## config.mk

```make
export PLATFORM = sky130hd
export DESIGN_NAME = sdram_arbiter
export DESIGN_NICKNAME = d
export VERILOG_FILES = /design/src/rtl/sdram_arb_pkg.sv /design/src/rtl/sdram_arb_pick.sv /design/src/rtl/sdram_arbiter.sv
export SDC_FILE = /design/constraint.sdc
export NUM_CORES = 1
export LEC_CHECK = 0
export BUFFER_PORTS_ARGS = -buffer_cell sky130_fd_sc_hd__buf_2
export CAP_MARGIN = 15
export CELL_PAD_IN_SITES_DETAIL_PLACEMENT = 1
export CELL_PAD_IN_SITES_GLOBAL_PLACEMENT = 1
export CORE_MARGIN = 1.5
export CORE_UTILIZATION = 34
export CTS_CLUSTER_DIAMETER = 100
export DETAILED_ROUTE_END_ITERATION = 7
export PLACE_DENSITY = 0.95
export SYNTH_ARGS = -nofsm -noshare
export SYNTH_HDL_FRONTEND = slang
export SYNTH_HIERARCHICAL = 1
export SYNTH_SLANG_ARGS = --single-unit
```

## constraint.sdc

```tcl
create_clock -name clk -period 5.43 [get_ports clk]
set_input_delay 0.2715 -clock clk [delete_from_list [all_inputs] [get_ports clk]]
set_output_delay 0.2715 -clock clk [all_outputs]
set_load 0.01 [all_outputs]
```

## src/rtl/sdram_arb_pkg.sv

```systemverilog
// Shared types and helpers for the three-way SDRAM port arbiter.
package sdram_arb_pkg;

  localparam int unsigned NUM_REQ   = 3;
  localparam int unsigned DATA_BITS = 8;
  localparam int unsigned CNT_BITS  = 8;

  typedef enum logic [1:0] {
    IDLE  = 2'd0,
    ISSUE = 2'd1,
    DONE  = 2'd2
  } arb_state_e;

  typedef enum logic [1:0] {
    REQ_PRG = 2'd0,
    REQ_CHR = 2'd1,
    REQ_AUX = 2'd2
  } req_idx_e;

  // Convert a one-hot grant vector to a requester index (prg when empty).
  function automatic req_idx_e onehot_to_idx(input logic [NUM_REQ-1:0] oh);
    req_idx_e idx;
    idx = REQ_PRG;
    if (oh[2]) begin
      idx = REQ_AUX;
    end else if (oh[1]) begin
      idx = REQ_CHR;
    end
    return idx;
  endfunction

  // Convert a requester index to its one-hot bit.
  function automatic logic [NUM_REQ-1:0] idx_to_onehot(input req_idx_e idx);
    logic [NUM_REQ-1:0] oh;
    case (idx)
      REQ_CHR: oh = 3'b010;
      REQ_AUX: oh = 3'b100;
      default: oh = 3'b001;
    endcase
    return oh;
  endfunction

endpackage

```

## src/rtl/sdram_arb_pick.sv

```systemverilog
// Combinational winner select: fixed priority prg > chr > aux, with the
// starved aux channel taking precedence when promoted.
module sdram_arb_pick
  import sdram_arb_pkg::*;
(
  input  logic [NUM_REQ-1:0] req,
  input  logic [NUM_REQ-1:0] mask,
  input  logic               starve,
  output logic [NUM_REQ-1:0] grant_c,
  output logic               valid_c
);

  logic [NUM_REQ-1:0] live_c;

  // Drop masked requesters, then resolve by promotion and priority.
  always_comb begin
    live_c  = req & ~mask;
    grant_c = '0;
    if (starve && live_c[2]) begin
      grant_c = 3'b100;
    end else if (live_c[0]) begin
      grant_c = 3'b001;
    end else if (live_c[1]) begin
      grant_c = 3'b010;
    end else if (live_c[2]) begin
      grant_c = 3'b100;
    end
    valid_c = |live_c;
  end

endmodule

```

## src/rtl/sdram_arbiter.sv

```systemverilog
// Serialises prg, chr and aux byte accesses onto the single SDRAM
// controller port, one transaction at a time.
module sdram_arbiter
  import sdram_arb_pkg::*;
#(
  parameter int unsigned ADDR_BITS    = 23,
  parameter int unsigned STARVE_LIMIT = 8
) (
  input  logic                 clk,
  input  logic                 reset,
  input  logic                 prg_req,
  input  logic [ADDR_BITS-1:0] prg_addr,
  output logic                 prg_ack,
  input  logic                 chr_req,
  input  logic [ADDR_BITS-1:0] chr_addr,
  input  logic                 chr_we,
  input  logic [DATA_BITS-1:0] chr_wdata,
  output logic                 chr_ack,
  input  logic                 aux_req,
  input  logic [ADDR_BITS-1:0] aux_addr,
  input  logic                 aux_we,
  input  logic [DATA_BITS-1:0] aux_wdata,
  output logic                 aux_ack,
  output logic [DATA_BITS-1:0] rdata,
  input  logic                 pause,
  output logic                 busy,
  output logic                 mem_req,
  output logic                 mem_we,
  output logic [ADDR_BITS-1:0] mem_addr,
  output logic [DATA_BITS-1:0] mem_wdata,
  input  logic                 mem_ack,
  input  logic [DATA_BITS-1:0] mem_rdata
);

  localparam logic [CNT_BITS-1:0] STARVE_MAX = CNT_BITS'(STARVE_LIMIT);

  arb_state_e          state;
  req_idx_e            winner;
  logic [NUM_REQ-1:0]  mask;
  logic [CNT_BITS-1:0] starve_cnt;

  logic [NUM_REQ-1:0]  req_vec_c;
  logic                starve_full_c;
  logic [NUM_REQ-1:0]  grant_c;
  logic                grant_valid_c;
  req_idx_e            pick_idx_c;

  // Gather request levels and the aux promotion flag for the picker.
  always_comb begin
    req_vec_c     = {aux_req, chr_req, prg_req};
    starve_full_c = (starve_cnt == STARVE_MAX);
    pick_idx_c    = onehot_to_idx(grant_c);
  end

  sdram_arb_pick u_pick (
    .req     (req_vec_c),
    .mask    (mask),
    .starve  (starve_full_c),
    .grant_c (grant_c),
    .valid_c (grant_valid_c)
  );

  // Arbitration FSM with registered command fields, acks and aging counter.
  always_ff @(posedge clk) begin
    if (reset) begin
      state      <= IDLE;
      winner     <= REQ_PRG;
      mask       <= '0;
      starve_cnt <= '0;
      mem_req    <= 1'b0;
      mem_we     <= 1'b0;
      mem_addr   <= '0;
      mem_wdata  <= '0;
      rdata      <= '0;
      prg_ack    <= 1'b0;
      chr_ack    <= 1'b0;
      aux_ack    <= 1'b0;
      busy       <= 1'b0;
    end else begin
      prg_ack <= 1'b0;
      chr_ack <= 1'b0;
      aux_ack <= 1'b0;

      case (state)
        IDLE: begin
          // The served-requester mask only covers the first idle cycle.
          mask <= '0;
          if (!aux_req) begin
            starve_cnt <= '0;
          end
          if (!pause && grant_valid_c) begin
            winner  <= pick_idx_c;
            state   <= ISSUE;
            mem_req <= 1'b1;
            busy    <= 1'b1;
            unique case (pick_idx_c)
              REQ_CHR: begin
                mem_addr  <= chr_addr;
                mem_we    <= chr_we;
                mem_wdata <= chr_wdata;
              end
              REQ_AUX: begin
                mem_addr  <= aux_addr;
                mem_we    <= aux_we;
                mem_wdata <= aux_wdata;
              end
              default: begin
                mem_addr  <= prg_addr;
                mem_we    <= 1'b0;
                mem_wdata <= '0;
              end
            endcase
            if (pick_idx_c == REQ_AUX) begin
              starve_cnt <= '0;
            end else if (aux_req && (starve_cnt < STARVE_MAX)) begin
              starve_cnt <= starve_cnt + CNT_BITS'(1);
            end
          end
        end

        ISSUE: begin
          if (mem_ack) begin
            mem_req <= 1'b0;
            rdata   <= mem_rdata;
            state   <= DONE;
            case (winner)
              REQ_CHR: chr_ack <= 1'b1;
              REQ_AUX: aux_ack <= 1'b1;
              default: prg_ack <= 1'b1;
            endcase
          end
        end

        DONE: begin
          busy  <= 1'b0;
          mask  <= idx_to_onehot(winner);
          state <= IDLE;
        end

        default: begin
          state <= IDLE;
        end
      endcase
    end
  end

endmodule

```

==> results of run 1 <==
==> cells in the final DEF (no fill, tap or decap), drive strengths merged, types with 2 or more instances in the layout <==
master	n
a22oi	3
a2111oi	2
ha	5
nor2	14
nor3	11
clkbuf	13
dfxtp	60
nand2b	4
a21oi	29
nand3b	3
nor2b	5
mux2i	23
inv	8
a22o	9
buf	149
o21a	2
nand2	74
and2	7
a211oi	2
a221oi	9
o21ai	25
==> power breakdown <==
part	internal, uW	leakage (uW)	switching (uW)
sequential	465	0.000490	15.5
combinational	81.8	0.00115	101
clock	222	0.0000935	162
==> layout make-up <==
| type | count | area [um^2] |
|---|---|---|
| inverters | 8 | 30.03 |
| flip-flops and latches | 60 | 1201 |
| multi-input cells | 236 | 1454 |
| repair buffers | 149 | 753.2 |
| well taps | 102 | 127.6 |
| clock buffers | 13 | 148.9 |
| clock inverters | 2 | 35.03 |
| fillers | 992 | 4098 |
==> per-stage QoR <==
step           hold WS (ns)  setup WS, ns
6_report             0.1558         2.297
5_1_grt              0.1377         1.988
4_1_cts              0.1431         2.272
3_5_place_dp         0.4455         2.286
3_3_place_gp         0.4375         2.454
2_1_floorplan        0.4041         3.133
==> worst paths after layout <==
| path | from | endpoint | slack (ns) | cells past startpoint |
|---|---|---|---|---|
| setup / recovery | starve_cnt[4] | mem_we | 2.30 | 6 |
| hold reg to reg | mem_addr[11] | mem_addr[11] | 0.45 | 2 |
| hold / removal | mem_rdata[4] | rdata[4] | 0.16 | 2 |
| setup reg to reg | starve_cnt[4] | mem_we | 2.30 | 6 |
==> routing by layer <==
layer,vias to the layer above,GRT usage
met2,95,0.3684
met4,0,0.07587
met3,15,0.05744
li1,1406,-
met1,1367,0.2314
met5,-,0
==> sequential cells by signal, summed over array words and instances (netlist names) <==
register / count
mem_req: 1
rdata: 8
prg_ack: 1
mem_wdata: 8
winner: 2
state: 2
mask: 3
busy: 1
mem_addr: 23
mem_we: 1
chr_ack: 1
aux_ack: 1
starve_cnt: 8
==> metrics.md, run 1 <==
| Metric | Value |
|---|---|
| FMAX | 319.2 MHz |
| Detailed Routing Iterations Pass 1 | 4 |
| Post-Route WL | 8712 um |
| Avg Vias per Cell | 5.058 |
| Io pins | 147 |
| Antenna Cells | 0 |
| Worst vdd ir | 0.1034 mV |
| Placed Cells | 555 |
| RSZ-0062 raised after global routing | no |
| Worst-case clock buffer depth | 2 |
| Post-layout util | 0.4778 |
| Yosys warns | 6 |
| Cell repeated most along the worst path | nor3_1 |
| WP buf/inv | 0 |
| First-pass GRT wire length | 14080 um |
| CP Capture Type | flop |
| Final std cells w/o fill | 570 |
| Die height | 93.71 um |
| Layout cells sized above 1 | 0.3697 |
| Post-CTS Setup Repair Bufs | 0 |
| Drc violations | 0 |
| Total grt overflow | 0 |
| Critical-path cell list | or4_4 > nor3_1 > o21a_2 > nor2b_1 > a221oi_1 > nor3_1 |
| Crit path time final | 3.133 ns |
| Top sig layer | met4 |
| Fraction of the cycle the final worst path needs | 0.5769 |
| Hpwl dp | 6252 um |
| P&R area growth vs syn | 34.03% |
| Max-slew violations | 0 |
| H-tree Lvls | 3 |
| Max Cap Viol | 0 |
| Actual slew at the worst max-slew pin | 0.9949 ns |
| Slowest-stage cell, CP | o21a_2 |
| Final Wtd Congestion | 0.7685 |
| Setup_tns | 0 ns |
| Cts repair resizes | 0 |
| Clock Skews | 0.007275 ns |
| CP required | 5.60 ns |
| Clock Latency Late Sink | 0.33 ns |
| Num rows | 32 |
| WL per Instance | 15.28 um |
| Vias | 2883 |
| Synthesized area | 2798 um^2 |
| M1 WL | 3652 um |
| Crit Path Max Fanout | 59 |
| Data arrival, critical path | 3.30 ns |
| Initial antenna violation count | 0 |
| DR WL met2 | 4365 um |
| Final setup fails | 0 |
| Crit Path Class | reg2reg |
| Endpoints failing hold | 0 |
| I/O Buffers | 146 |
| Remaining antenna violation count | 0 |
| P_leak | 0.001734 uW |
| HP Class | in2reg |
| Die Area | 8782 um^2 |
| Status | finished clean |
| PwrDens | 279.1 nW/um^2 |
| Chip width | 93.71 um |
| Largest stage delay, worst path | 0.86 ns |
| Syn Inst Count | 328 |
| Starting Density | 0.3565 |
| Worst Setup Start Kind | flop |
| Routed wl met3 | 504 um |
| Root Buffer Master | clkbuf_8 |
| CTS tree | done |
| Delay-heaviest family, CP | simple AND/OR/NAND/NOR gates |
| Largest net degree at the start of global routing | 60 |
| Syn_area_per_cell | 8.530 um^2 |
| Clk sinks | 60 |
| CTS buffer count | 9 |
| Total GRT Usage | 0.2059 |
| # hold bufs at CTS | 0 |
| Vias in the first global route | 3002 |
| Rel. slew slack | 0.3368 |
| Reg clk slew, reported paths | 0.07 ns |
| Nets | 571 |
| Final Cell Area | 3750 um^2 |
| Tot Pwr | 1047 uW |
| Placed cell areas | 3566 um^2 |
| Initial detailed-routing violation count | 92 |
| Syn Nets | 435 |
| CORE AREA | 7848 um^2 |
Note: power is estimated with default switching activity, not from simulation.
==> run 2, diff against run 1 <==
--- a/config.mk
+++ b/config.mk
@@ -10,10 +10,10 @@
 export CELL_PAD_IN_SITES_DETAIL_PLACEMENT = 1
 export CELL_PAD_IN_SITES_GLOBAL_PLACEMENT = 1
 export CORE_MARGIN = 1.5
-export CORE_UTILIZATION = 34
+export CORE_UTILIZATION = 28
 export CTS_CLUSTER_DIAMETER = 100
 export DETAILED_ROUTE_END_ITERATION = 7
-export PLACE_DENSITY = 0.95
+export PLACE_DENSITY = 0.87
 export SYNTH_ARGS = -nofsm -noshare
 export SYNTH_HDL_FRONTEND = slang
 export SYNTH_HIERARCHICAL = 1
==> constraint.sdc (replaced) <==
create_clock -name clk -period 2.7 [get_ports clk]
set_input_delay 0.135 -clock clk [delete_from_list [all_inputs] [get_ports clk]]
set_output_delay 0.135 -clock clk [all_outputs]
set_load 0.01 [all_outputs]
==> run 2 against run 1 <==
  * Sequential power up 100%
  * Highest routed layer unchanged
  * Critical endpoint is now mem_addr[14]
  * Clock power rose by 110%
  * Clock skew increased by 0.0027 ns
  * Non-clock buffer count increased by 11
==> metrics.md, run 2 (synthesis results as in run 1) <==
| Metric | Value |
|---|---|
| Status | finished clean |
| Initial antenna violation count | 0 (unchanged) |
| Placed cell areas | 3647 um^2 (+2.3%) |
| Io pins | 147 (unchanged) |
| PwrDens | 550.7 nW/um^2 (+97%) |
| Filler cells | 1227 (+24%) |
| Crit Path Max Fanout | 14 (-76%) |
| Die height | 103.0 um (+9.9%) |
| Setup WS pre-CTS | -0.1888 ns (-2.475 ns) |
| Fraction of the cycle the final worst path needs | 0.8820 (+0.3051) |
| Vias in the first global route | 3067 (+2.2%) |
| Final setup fails | 0 (unchanged) |
| CORE AREA | 9729 um^2 (+24%) |
| Worst-case clock buffer depth | 2 (unchanged) |
| Worst vdd ir | 0.1993 mV (+93%) |
| Antenna Cells | 0 (unchanged) |
| HP Class | in2reg |
| Worst Setup Start Kind | flop |
| Avg Vias per Cell | 4.731 (-6.5%) |
| Remaining antenna violation count | 0 (unchanged) |
| Worst R2R Path Depth | 9 (+3) |
| Clock Skews | 0.009977 ns (+0.002702 ns) |
| Crit path time final | 2.381 ns (-0.7511 ns) |
| Clk sinks | 60 (unchanged) |
| Drc violations | 0 (unchanged) |
| Most frequent cells in the layout | buf_2, nand2_1, dfxtp_1 |
| Starting Density | 0.2876 (-0.06895) |
| Vias | 2900 (+0.59%) |
| Setup_tns | 0 ns (unchanged) |
| FF+latch area | 1201 um^2 (unchanged) |
| Rel. slew slack | 0.4985 (+0.1618) |
| Actual slew at the worst max-slew pin | 0.7507 ns (-0.2442 ns) |
| Hpwl dp | 6481 um (+3.7%) |
| Initial detailed-routing violation count | 63 (-32%) |
| Post-route worst setup slack | 0.3186 ns (-1.979 ns) |
| Crit Path Class | reg2reg |
| CP Capture Type | flop |
| CTS buffer count | 9 (unchanged) |
| First-pass GRT wire length | 13950 um (-0.93%) |
| WL per Instance | 14.29 um (-6.5%) |
| Detailed Routing Iterations Pass 1 | 4 (unchanged) |
| I/O Buffers | 146 (unchanged) |
| Root Buffer Master | clkbuf_8 |
| P&R area growth vs syn | 39.89% |
| FMAX | 419.9 MHz (+32%) |
| Endpoints failing hold | 0 (unchanged) |
| Commonest non-fill, non-tap cell in the layout | buf_2 |
| P_leak | 0.001787 uW (+3.0%) |
| Max-slew violations | 0 (unchanged) |
| CTS tree | done |
| CP required | 2.96 ns (-2.64 ns) |
| Nets | 582 (+1.9%) |
| Min Hold Slack | 0.02613 ns (-0.1296 ns) |
| Data arrival, critical path | 2.65 ns (-0.65 ns) |
| Post-Route WL | 8758 um (+0.53%) |
| Area occupied by multi-input gates | 1454 um^2 (unchanged) |
| Num rows | 36 (+13%) |
| Clock Latency Late Sink | 0.34 ns (about the same) |
| H-tree Lvls | 3 (unchanged) |
| Final Wtd Congestion | 0.7263 (-5.5%) |
| WHS Path Cells | 2 (unchanged) |
| Total GRT Usage | 0.1711 (-0.03478) |
| Max reg flops | 23 (unchanged) |
| Chip width | 103.0 um (+9.9%) |
| Reg clk slew, reported paths | 0.08 ns (about the same) |
| Largest net degree at the start of global routing | 45 (-25%) |
| Reg with most FFs | mem_addr |
| Final Cell Area | 3914 um^2 (+4.4%) |
| Layout cells sized above 1 | 0.3792 (+0.009509) |
| RSZ-0062 raised after global routing | no |
| Die Area | 10600 um^2 (+21%) |
| Post-layout util | 0.4023 (-0.07558) |
| Cts repair resizes | 0 (unchanged) |
| Reg2reg setup slack | 0.32 ns (-1.98 ns) |
| Total grt overflow | 0 (unchanged) |
| Max Cap Viol | 0 (unchanged) |
[run 2: cell count changes in the layout (fill, tap and decap cells not counted), sizes merged]
cell / previous run / this run
inv: 8 / 9
clkinvlp: 0 / 3
clkinv: 1 / 2
buf: 149 / 154
dlygate4sd3: 0 / 6
clkbuf: 13 / 9
[run 2: cell type report]
cell class                      instances  area share
Multi-Input combinational cell        236      0.3715
Sequential cell                        60      0.3069
Timing Repair Buffer                  160      0.2206
Tap cell                              133     0.04252
Clock buffer                            9     0.03165
Clock inverter                          7     0.01918
Inverter                                8    0.007673
[run 2: worst max-delay path, stage by stage (launching register included)]
cell and delay [ns]:
dfxtp_1 0.31, or4_4 0.54, nor3_1 0.40, a2111oi_4 0.13
buf_4 0.22, buf_12 0.17, mux2i_1 0.12, o21ai_0 0.20
nand2_1 0.09, a21oi_1 0.13
[run 2: path summary, 6_finish.rpt]
kind,start,endpoint
worst max-delay path,starve_cnt[4],mem_addr[14]
worst min-delay path,mem_rdata[1],rdata[1]
worst max register to register,starve_cnt[4],mem_addr[14]
worst min register to register,mem_addr[15],mem_addr[15]
[run 2: repair_timing]
action / in CTS / in global routing
setup buffers: 1 / 0
endpoints found under the setup margin: 10 / 0
hold endpoints to repair: 4 / 2
hold buffers: 4 / 2
[run 2: power breakdown]
part / leakage (uW) / switching (uW) / internal [uW]
Sequential: 0.000490 / 30.9 / 935
Clock: 0.0000918 / 380 / 428
Combinational: 0.00121 / 204 / 177
Total: 0.00179 / 615 / 1540
[run 2: through the flow]
step	power (uW)	std cells
after detailed placement	1365	590
after CTS	2196	611
after global placement	1346	590
after floorplan	1190	328
final	2155	613
after global routing	2287	613
[run 2: per-layer routing]
metal / track usage / share of wire / up-vias
met5: 0 / 0 / -
met3: 0.06034 / 0.066 / 8
li1: - / - / 1425
met2: 0.3203 / 0.52 / 97
met4: 0.05094 / 0.0091 / 0
met1: 0.1792 / 0.40 / 1370
